<file path="src/rtl/muldiv_seq_if.sv">
// rtl/muldiv_seq_if.sv - E-stage mult/div request, divider handshake and HI/LO result bundle
interface muldiv_seq_if;
    logic        multE;
    logic        multuE;
    logic        divE;
    logic        divuE;
    logic [31:0] srcaE;
    logic [31:0] srcbE;
    logic        flushE;
    logic        pipe_stall;
    logic        div_ready;
    logic [63:0] div_result;
    logic        div_start;
    logic        div_signed;
    logic        div_annul;
    logic [31:0] div_opa;
    logic [31:0] div_opb;
    logic        stall_req;
    logic        res_valid;
    logic [31:0] res_hi;
    logic [31:0] res_lo;
    logic        busy;

    modport master (
        output multE, multuE, divE, divuE, srcaE, srcbE, flushE, pipe_stall,
        output div_ready, div_result,
        input  div_start, div_signed, div_annul, div_opa, div_opb,
        input  stall_req, res_valid, res_hi, res_lo, busy
    );

    modport slave (
        input  multE, multuE, divE, divuE, srcaE, srcbE, flushE, pipe_stall,
        input  div_ready, div_result,
        output div_start, div_signed, div_annul, div_opa, div_opb,
        output stall_req, res_valid, res_hi, res_lo, busy
    );
endinterface

</file>
<file path="src/rtl/muldiv_seq.sv">
// rtl/muldiv_seq.sv - multi-cycle MULT/MULTU/DIV/DIVU sequencer beside the execute stage
module muldiv_seq #(
    parameter int MUL_CYCLES = 2
) (
    input logic         clka,
    input logic         rst,
    muldiv_seq_if.slave bus
);
    localparam int               CNT_W    = (MUL_CYCLES > 1) ? $clog2(MUL_CYCLES) : 1;
    localparam logic [CNT_W-1:0] CNT_LOAD = CNT_W'(MUL_CYCLES - 1);

    typedef enum logic [1:0] {IDLE, DIV_RUN, MUL_RUN, DONE} state_t;

    state_t           state_q, state_d;
    logic [31:0]      opa_q, opa_d;
    logic [31:0]      opb_q, opb_d;
    logic             signed_q, signed_d;
    logic [CNT_W-1:0] cnt_q, cnt_d;
    logic [31:0]      hi_q, hi_d;
    logic [31:0]      lo_q, lo_d;

    logic        req;
    logic        req_div;
    logic        req_signed;
    logic [63:0] ext_a;
    logic [63:0] ext_b;
    logic [63:0] product;

    // Priority divE > divuE > multE > multuE decides both kind and signedness.
    always_comb begin
        req        = bus.divE | bus.divuE | bus.multE | bus.multuE;
        req_div    = bus.divE | bus.divuE;
        req_signed = bus.divE | (~bus.divuE & bus.multE);
        ext_a      = signed_q ? {{32{opa_q[31]}}, opa_q} : {32'd0, opa_q};
        ext_b      = signed_q ? {{32{opb_q[31]}}, opb_q} : {32'd0, opb_q};
        product    = ext_a * ext_b;
    end

    always_comb begin
        state_d  = state_q;
        opa_d    = opa_q;
        opb_d    = opb_q;
        signed_d = signed_q;
        cnt_d    = cnt_q;
        hi_d     = hi_q;
        lo_d     = lo_q;
        case (state_q)
            IDLE: begin
                if (req && !bus.flushE) begin
                    opa_d    = bus.srcaE;
                    opb_d    = bus.srcbE;
                    signed_d = req_signed;
                    if (req_div) begin
                        state_d = DIV_RUN;
                    end else begin
                        state_d = MUL_RUN;
                        cnt_d   = CNT_LOAD;
                    end
                end
            end
            DIV_RUN: begin
                if (bus.flushE) begin
                    state_d = IDLE;
                end else if (bus.div_ready) begin
                    hi_d    = bus.div_result[63:32];
                    lo_d    = bus.div_result[31:0];
                    state_d = DONE;
                end
            end
            MUL_RUN: begin
                if (bus.flushE) begin
                    state_d = IDLE;
                end else if (cnt_q == '0) begin
                    hi_d    = product[63:32];
                    lo_d    = product[31:0];
                    state_d = DONE;
                end else begin
                    cnt_d = cnt_q - 1'b1;
                end
            end
            DONE: begin
                // A held pipeline keeps the same instruction in E; it is never re-run.
                if (bus.flushE || !bus.pipe_stall) begin
                    state_d = IDLE;
                end
            end
            default: state_d = IDLE;
        endcase
    end

    always_ff @(posedge clka) begin
        if (rst) begin
            state_q  <= IDLE;
            opa_q    <= '0;
            opb_q    <= '0;
            signed_q <= 1'b0;
            cnt_q    <= '0;
            hi_q     <= '0;
            lo_q     <= '0;
        end else begin
            state_q  <= state_d;
            opa_q    <= opa_d;
            opb_q    <= opb_d;
            signed_q <= signed_d;
            cnt_q    <= cnt_d;
            hi_q     <= hi_d;
            lo_q     <= lo_d;
        end
    end

    // Only the accept path and the divider abort look at live E-stage inputs.
    assign bus.stall_req  = ((state_q == IDLE) & req & ~bus.flushE)
                          | ((state_q == DIV_RUN) & ~bus.flushE)
                          | (state_q == MUL_RUN);
    assign bus.div_annul  = (state_q == DIV_RUN) & bus.flushE;
    assign bus.div_start  = (state_q == DIV_RUN);
    assign bus.div_signed = signed_q;
    assign bus.div_opa    = opa_q;
    assign bus.div_opb    = opb_q;
    assign bus.res_valid  = (state_q == DONE);
    assign bus.res_hi     = hi_q;
    assign bus.res_lo     = lo_q;
    assign bus.busy       = (state_q != IDLE);
endmodule

</file>
<file path="src/flat_wrapper.sv">
// flat-port wrapper written by rule: the top's interface ports become plain ports
module muldiv_seq_flat 
#(
    parameter int MUL_CYCLES = 2
)
  (clka, rst, bus_multE, bus_multuE, bus_divE, bus_divuE, bus_srcaE, bus_srcbE, bus_flushE, bus_pipe_stall, bus_div_ready, bus_div_result, bus_div_start, bus_div_signed, bus_div_annul, bus_div_opa, bus_div_opb, bus_stall_req, bus_res_valid, bus_res_hi, bus_res_lo, bus_busy);
  muldiv_seq_if bus_i ();
  input logic clka;
  input logic rst;
  input wire logic [$bits(bus_i.multE)-1:0] bus_multE;
  input wire logic [$bits(bus_i.multuE)-1:0] bus_multuE;
  input wire logic [$bits(bus_i.divE)-1:0] bus_divE;
  input wire logic [$bits(bus_i.divuE)-1:0] bus_divuE;
  input wire logic [$bits(bus_i.srcaE)-1:0] bus_srcaE;
  input wire logic [$bits(bus_i.srcbE)-1:0] bus_srcbE;
  input wire logic [$bits(bus_i.flushE)-1:0] bus_flushE;
  input wire logic [$bits(bus_i.pipe_stall)-1:0] bus_pipe_stall;
  input wire logic [$bits(bus_i.div_ready)-1:0] bus_div_ready;
  input wire logic [$bits(bus_i.div_result)-1:0] bus_div_result;
  output wire logic [$bits(bus_i.div_start)-1:0] bus_div_start;
  output wire logic [$bits(bus_i.div_signed)-1:0] bus_div_signed;
  output wire logic [$bits(bus_i.div_annul)-1:0] bus_div_annul;
  output wire logic [$bits(bus_i.div_opa)-1:0] bus_div_opa;
  output wire logic [$bits(bus_i.div_opb)-1:0] bus_div_opb;
  output wire logic [$bits(bus_i.stall_req)-1:0] bus_stall_req;
  output wire logic [$bits(bus_i.res_valid)-1:0] bus_res_valid;
  output wire logic [$bits(bus_i.res_hi)-1:0] bus_res_hi;
  output wire logic [$bits(bus_i.res_lo)-1:0] bus_res_lo;
  output wire logic [$bits(bus_i.busy)-1:0] bus_busy;
  assign bus_i.multE = bus_multE;
  assign bus_i.multuE = bus_multuE;
  assign bus_i.divE = bus_divE;
  assign bus_i.divuE = bus_divuE;
  assign bus_i.srcaE = bus_srcaE;
  assign bus_i.srcbE = bus_srcbE;
  assign bus_i.flushE = bus_flushE;
  assign bus_i.pipe_stall = bus_pipe_stall;
  assign bus_i.div_ready = bus_div_ready;
  assign bus_i.div_result = bus_div_result;
  assign bus_div_start = bus_i.div_start;
  assign bus_div_signed = bus_i.div_signed;
  assign bus_div_annul = bus_i.div_annul;
  assign bus_div_opa = bus_i.div_opa;
  assign bus_div_opb = bus_i.div_opb;
  assign bus_stall_req = bus_i.stall_req;
  assign bus_res_valid = bus_i.res_valid;
  assign bus_res_hi = bus_i.res_hi;
  assign bus_res_lo = bus_i.res_lo;
  assign bus_busy = bus_i.busy;
  muldiv_seq #(.MUL_CYCLES(MUL_CYCLES)) u_core (.clka(clka), .rst(rst), .bus(bus_i));
endmodule
</file>
<file path="config.mk">
export PLATFORM = sky130hd
export DESIGN_NAME = muldiv_seq_flat
export DESIGN_NICKNAME = d
export VERILOG_FILES = /design/src/rtl/muldiv_seq_if.sv /design/src/rtl/muldiv_seq.sv /design/src/flat_wrapper.sv
export SDC_FILE = /design/constraint.sdc
export NUM_CORES = 2
export LEC_CHECK = 0
export BUFFER_PORTS_ARGS = -buffer_cell sky130_fd_sc_hd__buf_2
export CORE_MARGIN = 2
export CORE_UTILIZATION = 55
export CTS_BUF_LIST = sky130_fd_sc_hd__clkbuf_16
export CTS_CLUSTER_SIZE = 20
export DETAILED_ROUTE_END_ITERATION = 8
export GPL_TIMING_DRIVEN = 1
export HOLD_SLACK_MARGIN = 0.08
export PLACE_DENSITY_LB_ADDON = 0.1
export SLEW_MARGIN = 10
export SYNTH_ARGS = -nofsm -noshare
export SYNTH_HDL_FRONTEND = slang
export SYNTH_SLANG_ARGS = --single-unit
</file>
<file path="constraint.sdc">
create_clock -name clka -period 19.8 [get_ports clka]
set_input_delay 1.98 -clock clka [delete_from_list [all_inputs] [get_ports clka]]
set_output_delay 1.98 -clock clka [all_outputs]
set_load 0.05 [all_outputs]
</file>
==> metrics.md <==
| Metric | Value |
|---|---|
| Status | `finished clean` |
| Die height | `315 µm` |
| Maximum clock rate | `about 0.098 GHz` |
| Post-synth EDFFs | `0` |
| Root Driver | `clkbuf_16` |
| RePlAce Congestion | `about 0.96` |
| Total CTS buffers | `17` |
| Final core utilization | `58.4%` |
| Setup WS pre-CTS | `9.76 ns` |
| Initial antenna violation count | `4` |
| Minimum clock period | `10.16 ns` |
| Kind of cell adding the most delay to the critical path | `adder cells` |
| Post-CTS Setup Bufs | `0` |
| CP peak stage delay | `~0.90 ns` |
| Tot GR Track Use | `about a third` |
| RSZ-0062 raised after global routing | `no` |
| CP Max Fanout | `24` |
| Worst hold path type | `flip-flop to flip-flop` |
| Max rail drop VDD | `0.000213 V` |
| Met2 GRT Util | `55.1%` |
| Synth warn | `0` |
| Die area | `roughly 100000 µm²` |
| Clock Sinks | `132` |
| Cts hold-fix bufs | `0` |
| PortBufs | `270` |
| WL per Instance | `22.2 µm` |
| Syn-to-layout area delta | `5.61%` |
| Clock transition at path regs | `0.08 ns` |
| Synth top area share | `53.3%` |
| M1 GR Usage | `about 46%` |
| Sequential share of the synthesized area | `approximately 5%` |
| Post-route setup slack | `roughly 9.6 ns` |
| Floorplan row count | `~110` |
| Top FF cell, synth | `dfxtp_1` |
| Ys async rst share | `0%` |
| Clk_lat worst skew | `0.54 ns` |
| TritonCTS clock tree | `built` |
| Mapped Area | `53300 µm²` |
| Starting DRC count in detailed routing | `2752` |
| Clk buf depth | `2` |
| Drt first pass iters | `5` |
| Rel. slew slack | `22.6%` |
| Layout cell share with drive strength beyond 1 | `7.32%` |
| First-pass GRT wire length | `248000 µm` |
| Via density | `5.39` |
| Tightest Pin Transition | `1.16 ns` |
| Worst Path Buf+Inv | `9` |
| DPL Wire Length | `129000 µm` |
| Drc violations | `0` |
| Die Width | `315 µm` |
| Tcrit/Tclk final | `between 50% and 60%` |
| Critical Path RT | `around 20 ns` |
| Syn Area/Cell | `9.28 µm²` |
| Largest net degree at the start of global routing | `110` |
| Sum Neg Setup Slack | `0 ns` |
| Boundary pin count | `271` |
| Synth cell count leaders | `inv_1 (1519), fa_1 (1419), nand2_1 (681), and2_1 (588), ha_1 (312)` |
| PwrDens | `62.9 nW/µm²` |
| Crit end category | `flip-flop` |
| Cell count after synthesis | `around 5700` |
| Hold WS | `~0.46 ns` |
| Grt peak-use layer | `met2` |
| Setup violations, final | `0` |
| Post-Route WL | `157000 µm` |
| Critical path's most frequent cell | `fa_1` |
| Fin nets | `roughly 7700` |
| Startpoint Class | `flip-flop` |
| Met3 Use GR | `under 10%` |
| Final Skew | `0.0338 ns` |
| Slew Limit Fails | `0` |
| GR Overflow Total | `0` |
| ANT nets after route | `0` |
| Netlist cell types | `75` |
| Count leader, synth | `inv_1` |
| H-tree Lvls | `4` |
| Area contributors post-synth | `fa_1 (53%), inv_1 (11%), ha_1 (7.3%)` |
| Final Hold Vio Count | `0` |
| Max_cap viols | `0` |
| Critical path class | `flip-flop to flip-flop` |
| Number of global-route vias before repair | `about 41000` |
| FF+latch count, synth | `132` |
| Yosys top cell by area | `fa_1` |
| Initial core utilization | `55.3%` |
| CTS resizes | `0` |
| CP max-delay cell | `fa_1` |
| Vias | `38300` |
| Overall power | `3.54 mW` |
| CP arrival | `10.52 ns` |
| Pleak | `29.6 nW` |
| Syn_nets | `7613` |
| Core area | `96400 µm²` |
-- worst register-to-register path: cells and delay by family, from the launching register on --
family / cells / cell delay, ns
buffers and inverters: 9 / 1.25
flip-flops: 1 / 0.31
AND/OR/NAND/NOR: 3 / 0.52
AO/OA/AOI/OAI: 9 / 1.91
adder cells (fa/ha/maj): 11 / 5.99
-- flip-flops by register name (all words and copies together) (netlist names) --
signal	flops
u_core.bus.res_lo	32
u_core.bus.div_signed	1
u_core.state_q	2
u_core.bus.div_opa	32
u_core.cnt_q	1
u_core.bus.res_hi	32
u_core.bus.div_opb	32
-- report_power, final --
group / switching [mW] / leakage [nW] / internal (mW)
registers: 0.0535 / 1.09 / 0.350
clock network: 0.182 / 0.299 / 0.181
logic: 1.94 / 28.2 / 0.830
-- per-layer routing --
metal  up-vias  wire, µm
li1      16600         -
met1     20100     65400
met2      1344     76200
met3       227     10500
met4         2      5190
met5         -        11
-- cell usage in the layout, fill, tap and decap left out, types with 22 or more instances in the layout --
master	instances
a211oi_1	33
a21o_1	31
a21oi_1	175
and2_1	587
and3_1	23
buf_2	269
buf_4	76
dfxtp_1	125
fa_1	1419
ha_1	311
inv_1	1519
mux2i_1	50
nand2_1	679
nor2_1	96
o21ai_0	66
xnor2_1	98
xor2_1	22
-- worst paths after layout --
path,from,cells past startpoint,slack (ns),to
max reg2reg,u_core.bus.div_signed,32,9.64,u_core.bus.res_hi[29]
max,u_core.bus.div_signed,32,9.64,u_core.bus.res_hi[29]
min reg2reg,u_core.bus.res_lo[4],2,0.46,u_core.bus.res_lo[4]
min,u_core.bus.res_lo[4],2,0.46,u_core.bus.res_lo[4]
-- layout make-up --
type	instances	area, µm²
Multi-Input combinational cell	3792	43800
Fill cell	8767	40100
Inverter	1520	5710
Sequential cell	132	2650
Timing Repair Buffer	345	1920
Tap cell	1276	1600
Clock buffer	17	425
Clock inverter	15	185
Antenna cell	2	5.00
-- cell families (layout without fill, tap and decap cells) --
logic type               count (synthesis)  after routing  share of synthesized area, %
buffers and inverters                 1821           1897                          12.9
XOR/XNOR                               120            120                          1.97
multiplexers                            50             50                         0.939
other                                    0              2                             0
flip-flops                             132            132                          4.96
AND/OR/NAND/NOR                       1464           1464                          13.5
adder cells (fa/ha/maj)               1733           1733                          60.6
AO/OA/AOI/OAI                          425            425                          5.08
-- stage by stage --
step	area [µm²]	instances
after detailed placement	55700	7065
after global placement	55700	7065
after global routing	56300	7097
final	56300	7099
after floorplan	53300	5745
after CTS	56300	7097
No activity file was read; power rests on OpenSTA's default activity.
